$ cat config.mk
export PLATFORM = sky130hd
export DESIGN_NAME = vec_mem_stage
export DESIGN_NICKNAME = d
export VERILOG_FILES = /design/src/rtl/vec_mem_pkg.sv /design/src/rtl/vec_mem_out_reg.sv /design/src/rtl/vec_mem_stage.sv
export SDC_FILE = /design/constraint.sdc
export NUM_CORES = 1
export LEC_CHECK = 0
export ABC_AREA = 1
export CAP_MARGIN = 20
export CORE_AREA = 3 3 323 325
export CTS_CLUSTER_DIAMETER = 200
export CTS_CLUSTER_SIZE = 40
export DETAILED_ROUTE_END_ITERATION = 10
export DIE_AREA = 0 0 326 328
export SETUP_SLACK_MARGIN = 0.1
export SLEW_MARGIN = 15
export SYNTH_ARGS = -nofsm -noshare
export SYNTH_HDL_FRONTEND = slang
export SYNTH_SLANG_ARGS = --single-unit
$ cat constraint.sdc
create_clock -name clk -period 39.8 [get_ports clk]
set_input_delay 7.96 -clock clk [delete_from_list [all_inputs] [get_ports clk]]
set_output_delay 7.96 -clock clk [all_outputs]
set_load 0.05 [all_outputs]
$ cat src/rtl/vec_mem_pkg.sv
// rtl/vec_mem_pkg.sv - shared constants, opcodes and FSM state encoding for the vector memory stage
package vec_mem_pkg;

  localparam int DEF_LANES  = 8;
  localparam int DEF_LANE_W = 24;
  localparam int DEF_ADDR_W = 21;

  localparam logic [2:0] OP_LOAD  = 3'b000;
  localparam logic [2:0] OP_STORE = 3'b001;

  typedef logic [1:0] state_t;

  localparam state_t ST_IDLE = 2'd0;
  localparam state_t ST_REQ  = 2'd1;
  localparam state_t ST_RSP  = 2'd2;

endpackage

$ cat src/rtl/vec_mem_out_reg.sv
// rtl/vec_mem_out_reg.sv - result holding register with valid/ready handshake
module vec_mem_out_reg #(
  parameter int DW = 192
) (
  input  logic          clk,
  input  logic          rst,
  input  logic          load_i,
  input  logic [DW-1:0] data_i,
  input  logic          is_load_i,
  input  logic          ready_i,
  output logic          valid_o,
  output logic [DW-1:0] data_o,
  output logic          is_load_o
);

  logic          valid_q, valid_d;
  logic [DW-1:0] data_q, data_d;
  logic          is_load_q, is_load_d;

  // A new result overrides the drain so a same-cycle handshake and reload keeps valid high.
  always_comb begin
    valid_d   = valid_q;
    data_d    = data_q;
    is_load_d = is_load_q;
    if (load_i) begin
      valid_d   = 1'b1;
      data_d    = data_i;
      is_load_d = is_load_i;
    end else if (valid_q && ready_i) begin
      valid_d = 1'b0;
    end
  end

  always_ff @(posedge clk or posedge rst) begin
    if (rst) begin
      valid_q   <= 1'b0;
      data_q    <= '0;
      is_load_q <= 1'b0;
    end else begin
      valid_q   <= valid_d;
      data_q    <= data_d;
      is_load_q <= is_load_d;
    end
  end

  assign valid_o   = valid_q;
  assign data_o    = data_q;
  assign is_load_o = is_load_q;

endmodule

$ cat src/rtl/vec_mem_stage.sv
// rtl/vec_mem_stage.sv - single-outstanding vector load/store stage
// VEC_MEM_STAGE_LANE_MASK_EN adds in_mask and drives per-lane store enables.
module vec_mem_stage
  import vec_mem_pkg::*;
#(
  parameter int LANES  = DEF_LANES,
  parameter int LANE_W = DEF_LANE_W,
  parameter int ADDR_W = DEF_ADDR_W
) (
  input  logic                    clk,
  input  logic                    rst,
  input  logic                    in_valid,
  output logic                    in_ready,
  input  logic [3:0]              in_mem,
  input  logic [ADDR_W-1:0]       in_addr,
  input  logic [LANES*LANE_W-1:0] in_data,
`ifdef VEC_MEM_STAGE_LANE_MASK_EN
  input  logic [LANES-1:0]        in_mask,
`endif
  output logic                    mem_req,
  output logic                    mem_we,
  output logic [ADDR_W-1:0]       mem_addr,
  output logic [LANES*LANE_W-1:0] mem_wdata,
  output logic [LANES-1:0]        mem_wmask,
  input  logic                    mem_gnt,
  input  logic                    mem_rvalid,
  input  logic [LANES*LANE_W-1:0] mem_rdata,
  output logic                    out_valid,
  output logic [LANES*LANE_W-1:0] out_data,
  output logic                    out_is_load,
  input  logic                    out_ready,
  output logic                    err_illegal
);

  localparam int DW = LANES * LANE_W;

  state_t            state_q, state_d;
  logic [ADDR_W-1:0] addr_q, addr_d;
  logic [DW-1:0]     wdata_q, wdata_d;
  logic              we_q, we_d;
  logic              err_q, err_d;
`ifdef VEC_MEM_STAGE_LANE_MASK_EN
  logic [LANES-1:0]  wmask_q, wmask_d;
`endif

  logic          accept;
  logic          is_load_op;
  logic          is_store_op;
  logic          is_illegal;
  logic          res_load;
  logic [DW-1:0] res_data;
  logic          res_is_load;

  assign is_load_op  = in_mem[3] && (in_mem[2:0] == OP_LOAD);
  assign is_store_op = in_mem[3] && (in_mem[2:0] == OP_STORE);
  assign is_illegal  = in_mem[3] && !is_load_op && !is_store_op;

  assign in_ready = (state_q == ST_IDLE) && (!out_valid || out_ready);
  assign accept   = in_valid && in_ready;

  always_comb begin
    state_d     = state_q;
    addr_d      = addr_q;
    wdata_d     = wdata_q;
    we_d        = we_q;
    err_d       = 1'b0;
    res_load    = 1'b0;
    res_data    = in_data;
    res_is_load = 1'b0;
`ifdef VEC_MEM_STAGE_LANE_MASK_EN
    wmask_d     = wmask_q;
`endif
    case (state_q)
      ST_IDLE: begin
        if (accept) begin
          if (is_load_op || is_store_op) begin
            state_d = ST_REQ;
            addr_d  = in_addr;
            wdata_d = in_data;
            we_d    = is_store_op;
`ifdef VEC_MEM_STAGE_LANE_MASK_EN
            wmask_d = is_store_op ? in_mask : '1;
`endif
          end else begin
            // Illegal opcodes fall through as pass-through results.
            res_load = 1'b1;
            res_data = in_data;
            err_d    = is_illegal;
          end
        end
      end
      ST_REQ: begin
        if (mem_gnt) begin
          if (we_q) begin
            res_load = 1'b1;
            res_data = wdata_q;
            state_d  = ST_IDLE;
          end else begin
            state_d = ST_RSP;
          end
        end
      end
      ST_RSP: begin
        if (mem_rvalid) begin
          res_load    = 1'b1;
          res_data    = mem_rdata;
          res_is_load = 1'b1;
          state_d     = ST_IDLE;
        end
      end
      default: state_d = ST_IDLE;
    endcase
  end

  always_ff @(posedge clk or posedge rst) begin
    if (rst) begin
      state_q <= ST_IDLE;
      addr_q  <= '0;
      wdata_q <= '0;
      we_q    <= 1'b0;
      err_q   <= 1'b0;
`ifdef VEC_MEM_STAGE_LANE_MASK_EN
      wmask_q <= '1;
`endif
    end else begin
      state_q <= state_d;
      addr_q  <= addr_d;
      wdata_q <= wdata_d;
      we_q    <= we_d;
      err_q   <= err_d;
`ifdef VEC_MEM_STAGE_LANE_MASK_EN
      wmask_q <= wmask_d;
`endif
    end
  end

  assign mem_req     = (state_q == ST_REQ);
  assign mem_we      = we_q;
  assign mem_addr    = addr_q;
  assign mem_wdata   = wdata_q;
  assign err_illegal = err_q;
`ifdef VEC_MEM_STAGE_LANE_MASK_EN
  assign mem_wmask   = wmask_q;
`else
  assign mem_wmask   = '1;
`endif

  vec_mem_out_reg #(
    .DW (DW)
  ) u_out_reg (
    .clk       (clk),
    .rst       (rst),
    .load_i    (res_load),
    .data_i    (res_data),
    .is_load_i (res_is_load),
    .ready_i   (out_ready),
    .valid_o   (out_valid),
    .data_o    (out_data),
    .is_load_o (out_is_load)
  );

endmodule
=== Word-level counts from Yosys, hierarchy flattened ===
Index checks and enable logic that the tools add are counted.
W data, S select, Z words.

* Output and inout port bits: 419
* Bits in registers: 411
* Input bits: 415

* Eq/ne operators: 7
* Mux-type cells: 22
* Reduce and logical (&&, ||, !) cells: 17

{| class="wikitable"
|+ Operators by type and width
! operator !! count
|-
| $mux W192 || 3
|-
| $pmux W192 S2 || 1
|-
| $mux W1 || 11
|-
| $mux W2 || 5
|-
| $logic_and A1 B1 Y1 || 7
|-
| $pmux W2 S3 || 1
|-
| $ne A2 B1 Y1 const B || 2
|-
| $ne A2 B2 Y1 const B || 2
|-
| $reduce_and A4 Y1 || 1
|-
| $eq A3 B1 Y1 const B || 1
|-
| $logic_not A1 Y1 || 3
|-
| $logic_not A3 Y1 || 1
|-
| $pmux W1 S3 || 1
|-
| $reduce_and A3 Y1 || 1
|-
| $eq A2 B1 Y1 const B || 1
|-
| $eq A2 B2 Y1 const B || 1
|-
| $logic_not A2 Y1 || 1
|-
| $logic_or A1 B1 Y1 || 2
|-
| $reduce_bool A2 Y1 || 1
|}

=== Depth between registers and ports, before layout ===
Gate-level depths: netlist of run 1.

* Word-level depth: 8
* Gate-level depth with buffers: 12

=== Modules after synthesis ===
From an unflattened synthesis of run 1, not the netlist that was laid out.

* Cell total of the unflattened synthesis: 2845
* Area, all modules: 20753.7 sq um

{| class="wikitable"
|+ Modules (own cells, without submodules)
! module !! area an instance (sq um) !! sequential area each (sq um) !! times used !! cells each
|-
| vec_mem_stage || 13364.1 || 5430.2 || 1 || 2024
|-
| vec_mem_out_reg || 7389.6 || 4854.7 || 1 || 821
|}

=== Worst setup path after synthesis of run 1 ===
OpenSTA, ideal clock, no wires.

* Path kind: input port to output port
* Start: input out_ready
* End: output in_ready
* Cell stages on the path: 2
* Arrival: 8500 ps
* Slack: 23340 ps
* Data required time: 31840 ps
* Path through: inv_1 > a21boi_2

* Word-level cells in the longest chain between the ends: 2

{| class="wikitable"
|+ RTL lines
! what !! RTL line !! RTL
|-
| from (decl) || vec_mem_stage.sv:31 || <nowiki>input logic out_ready,</nowiki>
|-
| $logic_or A1 B1 Y1 || vec_mem_stage.sv:58 || <nowiki>assign in_ready = (state_q == ST_IDLE) && (!out_valid || out_ready);</nowiki>
|-
| $logic_and A1 B1 Y1 || vec_mem_stage.sv:58 ||
|-
| to (decl) || vec_mem_stage.sv:13 || <nowiki>output logic in_ready,</nowiki>
|}

No other way between the ends.

=== Worst setup path after layout of run 1 ===
Same ends and word-level chain as after synthesis.

==> results of run 1 <==
## cell families (layout without fill, tap and decap cells)
kind of cell | count (synthesis) | in the layout | synth area share
other | 1 | 16 | 0.000169
AO/OA/AOI/OAI | 409 | 409 | 0.0927
AND/OR/NAND/NOR | 1989 | 1989 | 0.372
buffers and inverters | 300 | 889 | 0.0688
adder cells (fa/ha/maj) | 4 | 4 | 0.00226
flip-flops | 411 | 411 | 0.464
## synth_stat cells (2+ instances only)
cell type / n
o21ai_1: 23
nand2_1: 1593
inv_2: 2
nand4_1: 192
buf_2: 118
buf_1: 2
nand2_2: 4
buf_6: 24
clkbuf_1: 125
nand3_1: 194
clkbuf_2: 4
ha_1: 4
dfrtp_1: 411
inv_1: 7
o21ai_0: 384
buf_4: 17
## power breakdown
part           switching (mW)  internal (mW)
clock network           0.153         0.0712
registers               0.143          0.605
logic                    1.37          0.500
total                    1.66           1.18
## metrics by stage
| step | cell area, µm² | setup slack [ns] |
|---|---|---|
| final | 31500 | 22.37 |
| after global routing | 31500 | 22.34 |
| after CTS | 31500 | 22.40 |
| after detailed placement | 31000 | 22.40 |
| after global placement | 31000 | 22.38 |
| after floorplan | 22200 | 20.40 |
## sequential cells by signal (all words and copies together), names as in the netlist
name and cells:
mem_addr 21, u_out_reg.is_load_o 1, u_out_reg.valid_o 1, err_illegal 1, mem_wdata 192, u_out_reg.data_o 192, state_q 2, mem_we 1
## critical path, stage by stage
cell and delay, ns:
clkdlybuf4s50_1 0.48, inv_1 0.06, a21boi_2 0.14, clkdlybuf4s50_1 0.82
## layer usage
layer	vias to the layer above	share of wire
li1	11299	-
met3	167	0.11
met1	11948	0.38
met4	30	0.047
met5	-	0.0019
met2	1249	0.46
## area by class of cell
class	count	area (µm²)	area share
Multi-Input combinational cell	2410	10500	0.332
Sequential cell	411	10300	0.327
Timing Repair Buffer	861	8550	0.271
Tap cell	1368	1710	0.0543
Clock buffer	16	379	0.0120
Inverter	10	57.6	0.00183
Clock inverter	2	36.3	0.00115
Antenna cell	8	20.0	0.000635
## worst max-delay path by stage
| stage | start | endpoint | slack [ns] | cells after the start |
|---|---|---|---|---|
| 3_5_place_dp | out_ready | in_ready | 22.40 | 4 |
| 2_1_floorplan | rst | err_illegal | 20.40 | 1 |
| 3_3_place_gp | out_ready | in_ready | 22.38 | 4 |
| 6_report | out_ready | in_ready | 22.37 | 4 |
| 5_1_grt | out_ready | in_ready | 22.34 | 4 |
| 4_1_cts | out_ready | in_ready | 22.40 | 4 |
==> out/results.ini, run 1 <==
[timing]
tightest_slew_ns = 1.16
slew_headroom = 0.230
finalSetupViolCount = 0
slew_violations = 0
timing.hold.ws_ns = 0.491
fin_skew_ns = 0.0312
fin_crit_sh = 0.438
rsz0062_at_grt = false
hold_viol = 0
fmax_mhz = 57.4
setup_tns_ns = 0
fin_crit_ns = 17.43

[routing]
first_pass_iters = 6
wire_per_inst_um = 23.0
wl_um = 117000
num_vias = 24693
drc_errors = 0
post_drt_via_cell_ratio = 4.86
ant_nets = 0
drt_iter0_markers = 2194

[floorplan]
rows = 117
die_h_um = 328
die_x_um = 326
fp.coreArea_um2 = 102000
fp.dieArea_um2 = 107000
io_pins = 834
start_util = 0.218

[synth]
avgSynthCellArea_um2 = 7.11
synth_area_leaders = dfrtp_1 (46%), nand2_1 (27%), o21ai_0 (8.7%)
synth_ff_type = dfrtp_1
yosysWarnings = 0
synth_cell_types = 26
synth_edf_count = 0
syn_area_um2 = 22100
synth_top_cell_area_share = 0.464
yosys_register_bits = 411
yosysSeqAreaShare = 0.464
synthArstFlopShare = 1.00
postSynthCellCount = 3114
synth_area_leader_cell = dfrtp_1

[clock_tree]
clkTransAtPathRegs_ns = 0.14
post_cts_buffers = 0
cts_htree_levels = 1
cts_tree = built
cts_sinks = 411
cts_buffer_depth = 3
hold_buffers = 0
root_buffer = clkbuf_16
numCtsBuffers = 14
clk_latency_ns = 0.60
post_cts_resized = 0

[worst_hold_path]
hp-class = reg2reg
holdPathStages = 2
hold_end = u_out_reg.is_load_o
min-delay-start = u_out_reg.is_load_o

[critical_path]
reg2reg_to = u_out_reg.data_o[143]
worst-setup-path-type = in2out
rrSetupSlack_ns = 36.02
reg2reg_depth = 9
start_kind = input port
required_ns = 31.84
rr_startpoint = state_q[1]
worst_setup_path_end_kind = primary output
critical_path_arrival_ns = 9.47
cp_max_fo = 2

[cells_and_area]
fin_cells = 5086
layout_common_cells = nand2_1 (1592), clkdlybuf4s50_1 (824), dfrtp_1 (410), o21ai_0 (384), nand3_1 (194)
area_growth_syn_to_layout_pct = 42.3
nets = 4127
fin_util = 0.310
final_common_cell = nand2_1
drive_gt1_frac = 0.0191
fillers = 11029

[status]
status = finished clean

[grt]
first_global_vias = 23579
grt_max_degree = 126
grt.overflow.total = 0
grtUsageMet3 = 0.0709
grt.met1_usage = 0.253
antenna_found_initial = 21
use_met2 = 0.337
track_usage = 0.209
busiest_layer = met2
grt_pass1_wl_um = 170000

[place]
io_buffers = 825
place_hpwl_um = 79500
gp_congestion = 0.898
numPlacedInstances = 5059

[power_and_ir_drop]
vdd_ir_drop_max_uv = 45.7
p_total_mw = 2.84
p_per_area_nw_per_um2 = 90.2
p_leak_nw = 14.8

[flow_run]
drv_cap = 0

(Power assumes the default switching activity.)
==> inputs of run 2 (changes only) <==
==> constraint.sdc (replaced) <==
create_clock -name clk -period 17.7 [get_ports clk]
set_input_delay 3.54 -clock clk [delete_from_list [all_inputs] [get_ports clk]]
set_output_delay 3.54 -clock clk [all_outputs]
set_load 0.05 [all_outputs]
==> out/results.ini, run 2 (synthesized netlist as in run 1, its figures left out) <==
[cells_and_area]
drive_gt1_frac = 0.0189
final_common_cell = nand2_1
fillers = 10998
nets = 4125
layout_common_cells = nand2_1 (1592), clkdlybuf4s50_1 (824), dfrtp_1 (410), o21ai_0 (384), nand3_1 (194)
fin_util = 0.309
fin_cells = 5083
area_growth_syn_to_layout_pct = 42.2

[floorplan]
start_util = 0.218
fp.coreArea_um2 = 102000
io_pins = 834
die_x_um = 326
rows = 117
die_h_um = 328
fp.dieArea_um2 = 107000

[power_and_ir_drop]
p_per_area_nw_per_um2 = 203
vdd_ir_drop_max_uv = 118
pwr-share-seq = 0.261
internal_power_mw = 2.64
p_leak_nw = 14.8
p_clk_frac = 0.078
sw_frac_of_total = 0.586
p_total_mw = 6.38
pwr-share-comb = 0.660
p_sw_mw = 3.74

[clock_tree]
cts_htree_levels = 1
hold_buffers = 0
clk_latency_ns = 0.59
cts_buffer_depth = 3
post_cts_resized = 0
numCtsBuffers = 14
cts_sinks = 411
post_cts_buffers = 0
clkTransAtPathRegs_ns = 0.14
cts_tree = built
root_buffer = clkbuf_16

[critical_path]
critical_path_arrival_ns = 5.00
crit_top_cell = clkdlybuf4s50_1
worst-setup-path-type = in2out
crit_buf_inv = 3
start_kind = input port
slowest_delay_ns = 0.83
crit_slowest_cell = clkdlybuf4s50_1
rrSetupSlack_ns = 13.27
path_cells = clkdlybuf4s50_1 > inv_1 > a21boi_2 > clkdlybuf4s50_1
required_ns = 14.16
worst_setup_path_end_kind = primary output
cp_max_fo = 2
critPathTopFamily = buffers and inverters

[worst_hold_path]
hp-class = reg2reg

[flow_run]
drv_cap = 0

[timing]
hold_viol = 0
finalSetupViolCount = 0
tightest_slew_ns = 1.22
worst_slack_ns = 9.16
slew_violations = 0
fin_crit_sh = 0.483
fmax_mhz = 117
rsz0062_at_grt = false
slew_headroom = 0.188
setup_tns_ns = 0
fin_skew_ns = 0.0271
fin_crit_ns = 8.54

[grt]
track_usage = 0.208
grt_pass1_wl_um = 169000
antenna_found_initial = 18
grt.overflow.total = 0
first_global_vias = 23515
grt_max_degree = 138

[routing]
routed.top_layer = met5
wl_um = 117000
wl_met3_um = 12100
post_drt_via_cell_ratio = 4.83
ant_nets = 0
wl_met2_um = 54400
first_pass_iters = 6
num_vias = 24530
met1_length_um = 45000
wire_per_inst_um = 23.0
drt_iter0_markers = 2197
drc_errors = 0

[place]
gp_congestion = 0.906
preCtsSetupSlack_ns = 9.16
numPlacedInstances = 5058
io_buffers = 825
place_hpwl_um = 79500

[status]
status = finished clean

-- run 2: cell count changes in the layout (fill, tap and decap cells not counted), sizes merged --
cell,change
buf,-2
diode,-2
clkinv,+1
-- run 2: worst min-delay path: stages (launching register included) --
cell	delay [ns]
dfrtp_1	0.38
nand2_1	0.05
nand2_1	0.05
-- run 2: through the flow --
stage | hold WS (ns) | instance area, µm²
2_1_floorplan | 0.503 | 22200
3_3_place_gp | 0.456 | 31000
3_5_place_dp | 0.462 | 31000
4_1_cts | 0.496 | 31500
5_1_grt | 0.515 | 31500
6_report | 0.495 | 31500
-- run 2: final cells by class --
type / count / area (µm²) / share of cell area
Clock inverter: 3 / 41.3 / 0.00131
Multi-Input combinational cell: 2410 / 10500 / 0.332
Clock buffer: 16 / 379 / 0.0120
Timing Repair Buffer: 859 / 8530 / 0.271
Sequential cell: 411 / 10300 / 0.327
Tap cell: 1368 / 1710 / 0.0544
Antenna cell: 6 / 15.0 / 0.000477
Inverter: 10 / 57.6 / 0.00183
-- run 2: per-layer routing --
metal | vias up | track usage
met5 | - | 0
met4 | 28 | 0.0808
met3 | 169 | 0.0656
met2 | 1217 | 0.343
met1 | 11824 | 0.252
li1 | 11292 | -
-- run 2: path summary, 6_finish.rpt --
| kind | from | end | cells past startpoint |
|---|---|---|---|
| max reg2reg | state_q[1] | u_out_reg.data_o[120] | 10 |
| min reg2reg | u_out_reg.is_load_o | u_out_reg.is_load_o | 2 |
| min | u_out_reg.is_load_o | u_out_reg.is_load_o | 2 |
| max in group asynchronous | rst | u_out_reg.data_o[16] | 5 |
| max | out_ready | in_ready | 4 |
| min in group asynchronous | rst | u_out_reg.valid_o | 2 |
-- run 2: power groups by stage --
stage	clock network, mW	registers (mW)	logic (mW)
after floorplan	0	3.09	1.14
after global placement	0	1.67	4.22
after detailed placement	0	1.68	4.23
after CTS	0.526	1.67	4.24
after global routing	0.546	1.72	4.43
final	0.499	1.67	4.21
==> inputs of run 3 (changes only) <==
==> constraint.sdc (replaced) <==
create_clock -name clk -period 8.3 [get_ports clk]
set_input_delay 1.66 -clock clk [delete_from_list [all_inputs] [get_ports clk]]
set_output_delay 1.66 -clock clk [all_outputs]
set_load 0.05 [all_outputs]
==> out/results.ini, run 3 (synthesized netlist as in run 1, its figures left out) <==
[floorplan]
fp.dieArea_um2 = 107000
start_util = 0.218
io_pins = 834
die_h_um = 328
die_x_um = 326
fp.coreArea_um2 = 102000
rows = 117

[routing]
ant_nets = 0
wire_per_inst_um = 22.6
post_drt_via_cell_ratio = 4.83
first_pass_iters = 7
num_vias = 24551
wl_um = 115000
drc_errors = 0
drt_iter0_markers = 2452

[clock_tree]
post_cts_resized = 0
numCtsBuffers = 14
root_buffer = clkbuf_16
cts_tree = built
clkTransAtPathRegs_ns = 0.12
cts_sinks = 411
cts_htree_levels = 1
hold_buffers = 0
cts_buffer_depth = 3
post_cts_buffers = 0
clk_latency_ns = 0.59

[critical_path]
worst_setup_path_end_kind = primary output
rr_startpoint = state_q[1]
crit_top_cell = clkdlybuf4s50_1
critical_path_arrival_ns = 3.16
slowest_delay_ns = 0.84
cp_max_fo = 2
rrSetupSlack_ns = 4.09
reg2reg_depth = 10
path_cells = clkdlybuf4s50_1 > inv_1 > a21boi_2 > clkdlybuf4s50_1
worst-setup-path-type = in2out
crit_slowest_cell = clkdlybuf4s50_1
critPathTopFamily = buffers and inverters
required_ns = 6.64
start_kind = input port
reg2reg_to = u_out_reg.data_o[47]
crit_buf_inv = 3

[timing]
slew_violations = 0
fin_crit_sh = 0.581
hold_viol = 0
slew_headroom = 0.297
rsz0062_at_grt = false
fmax_mhz = 207
fin_skew_ns = 0.0393
finalSetupViolCount = 0
worst_slack_ns = 3.48
tightest_slew_ns = 1.05
fin_crit_ns = 4.82
setup_tns_ns = 0

[power_and_ir_drop]
p_per_area_nw_per_um2 = 432
p_clk_frac = 0.078
p_leak_nw = 14.8
pwr-share-seq = 0.264
vdd_ir_drop_max_uv = 208
internal_power_mw = 5.65
sw_frac_of_total = 0.585
pwr-share-comb = 0.658
p_sw_mw = 7.97

[worst_hold_path]
hold_end = u_out_reg.data_o[179]
min-delay-start = u_out_reg.data_o[179]
hp-class = reg2reg
holdPathStages = 2

[place]
gp_congestion = 0.890
io_buffers = 825
place_hpwl_um = 78800
preCtsSetupSlack_ns = 3.48

[grt]
grt_max_degree = 130
track_usage = 0.204
antenna_found_initial = 12
grt_pass1_wl_um = 167000
first_global_vias = 23563
grt.overflow.total = 0

[status]
status = finished clean

[cells_and_area]
final_common_cell = nand2_1
layout_common_cells = nand2_1 (1592), clkdlybuf4s50_1 (824), dfrtp_1 (410), o21ai_0 (384), nand3_1 (194)
nets = 4127
drive_gt1_frac = 0.0191
area_growth_syn_to_layout_pct = 42.3
fillers = 10946

[flow_run]
drv_cap = 0

-- run 3: changes by cell type in the layout (fill, tap and decap cells not counted) --
| cell | before | now |
|---|---|---|
| buf_12 | 1 | 4 |
| buf_4 | 33 | 32 |
| buf_6 | 0 | 1 |
| clkbuf_8 | 1 | 0 |
| clkinv_16 | 0 | 1 |
| clkinv_4 | 1 | 0 |
| clkinv_8 | 2 | 0 |
| clkinvlp_4 | 0 | 2 |
| diode_2 | 6 | 4 |
| inv_8 | 2 | 1 |
-- run 3: power by group through the flow --
stage	Clock [mW]	Sequential [mW]	Combinational (mW)
floorplan	0	6.59	2.43
global placement	0	3.61	8.97
detailed placement	0	3.62	9.00
CTS	1.12	3.59	9.01
global route	1.16	3.70	9.44
finish	1.06	3.59	8.97
-- run 3: how the worst max path moves through the flow --
stage | from | endpoint | cells past startpoint
after floorplan | rst | err_illegal | 1
after global placement | out_ready | in_ready | 4
after detailed placement | in_mem[1] | u_out_reg.data_o[140] | 9
after CTS | out_ready | in_ready | 4
after global routing | out_ready | in_ready | 4
final | out_ready | in_ready | 4
-- run 3: metal layers --
metal  vias up  global-route usage  part of all wire
met4        12              0.0716             0.040
met1     11936               0.251              0.39
li1      11277                   -                 -
met3       134              0.0641              0.10
met2      1192               0.337              0.46
met5         -                   0           0.00062
-- run 3: worst min-delay path: stages (launching register included) --
cell and delay [ns]:
dfrtp_1 0.36, nand2_1 0.06, nand2_1 0.05
-- run 3: metrics by stage --
stage / utilization / std cells / instance area (µm²) / power [mW] / hold WS, ns
after floorplan: - / 3121 / 22200 / 9.02 / 0.503
after global placement: 0.306 / 5060 / 31100 / 12.6 / 0.463
after detailed placement: 0.306 / 5060 / 31100 / 12.6 / 0.464
after CTS: 0.310 / 5078 / 31500 / 13.7 / 0.494
after global routing: 0.310 / 5078 / 31500 / 14.3 / 0.517
final: 0.310 / 5082 / 31500 / 13.6 / 0.495
-- run 3: area by class of cell --
type                            count  area (µm²)  share of cell area
Tap cell                         1368        1710              0.0543
Clock inverter                      2        37.5             0.00119
Timing Repair Buffer              861        8580               0.272
Multi-Input combinational cell   2410       10500               0.332
Inverter                           10        53.8             0.00171
Clock buffer                       16         379              0.0120
Sequential cell                   411       10300               0.326
Antenna cell                        4        10.0            0.000318
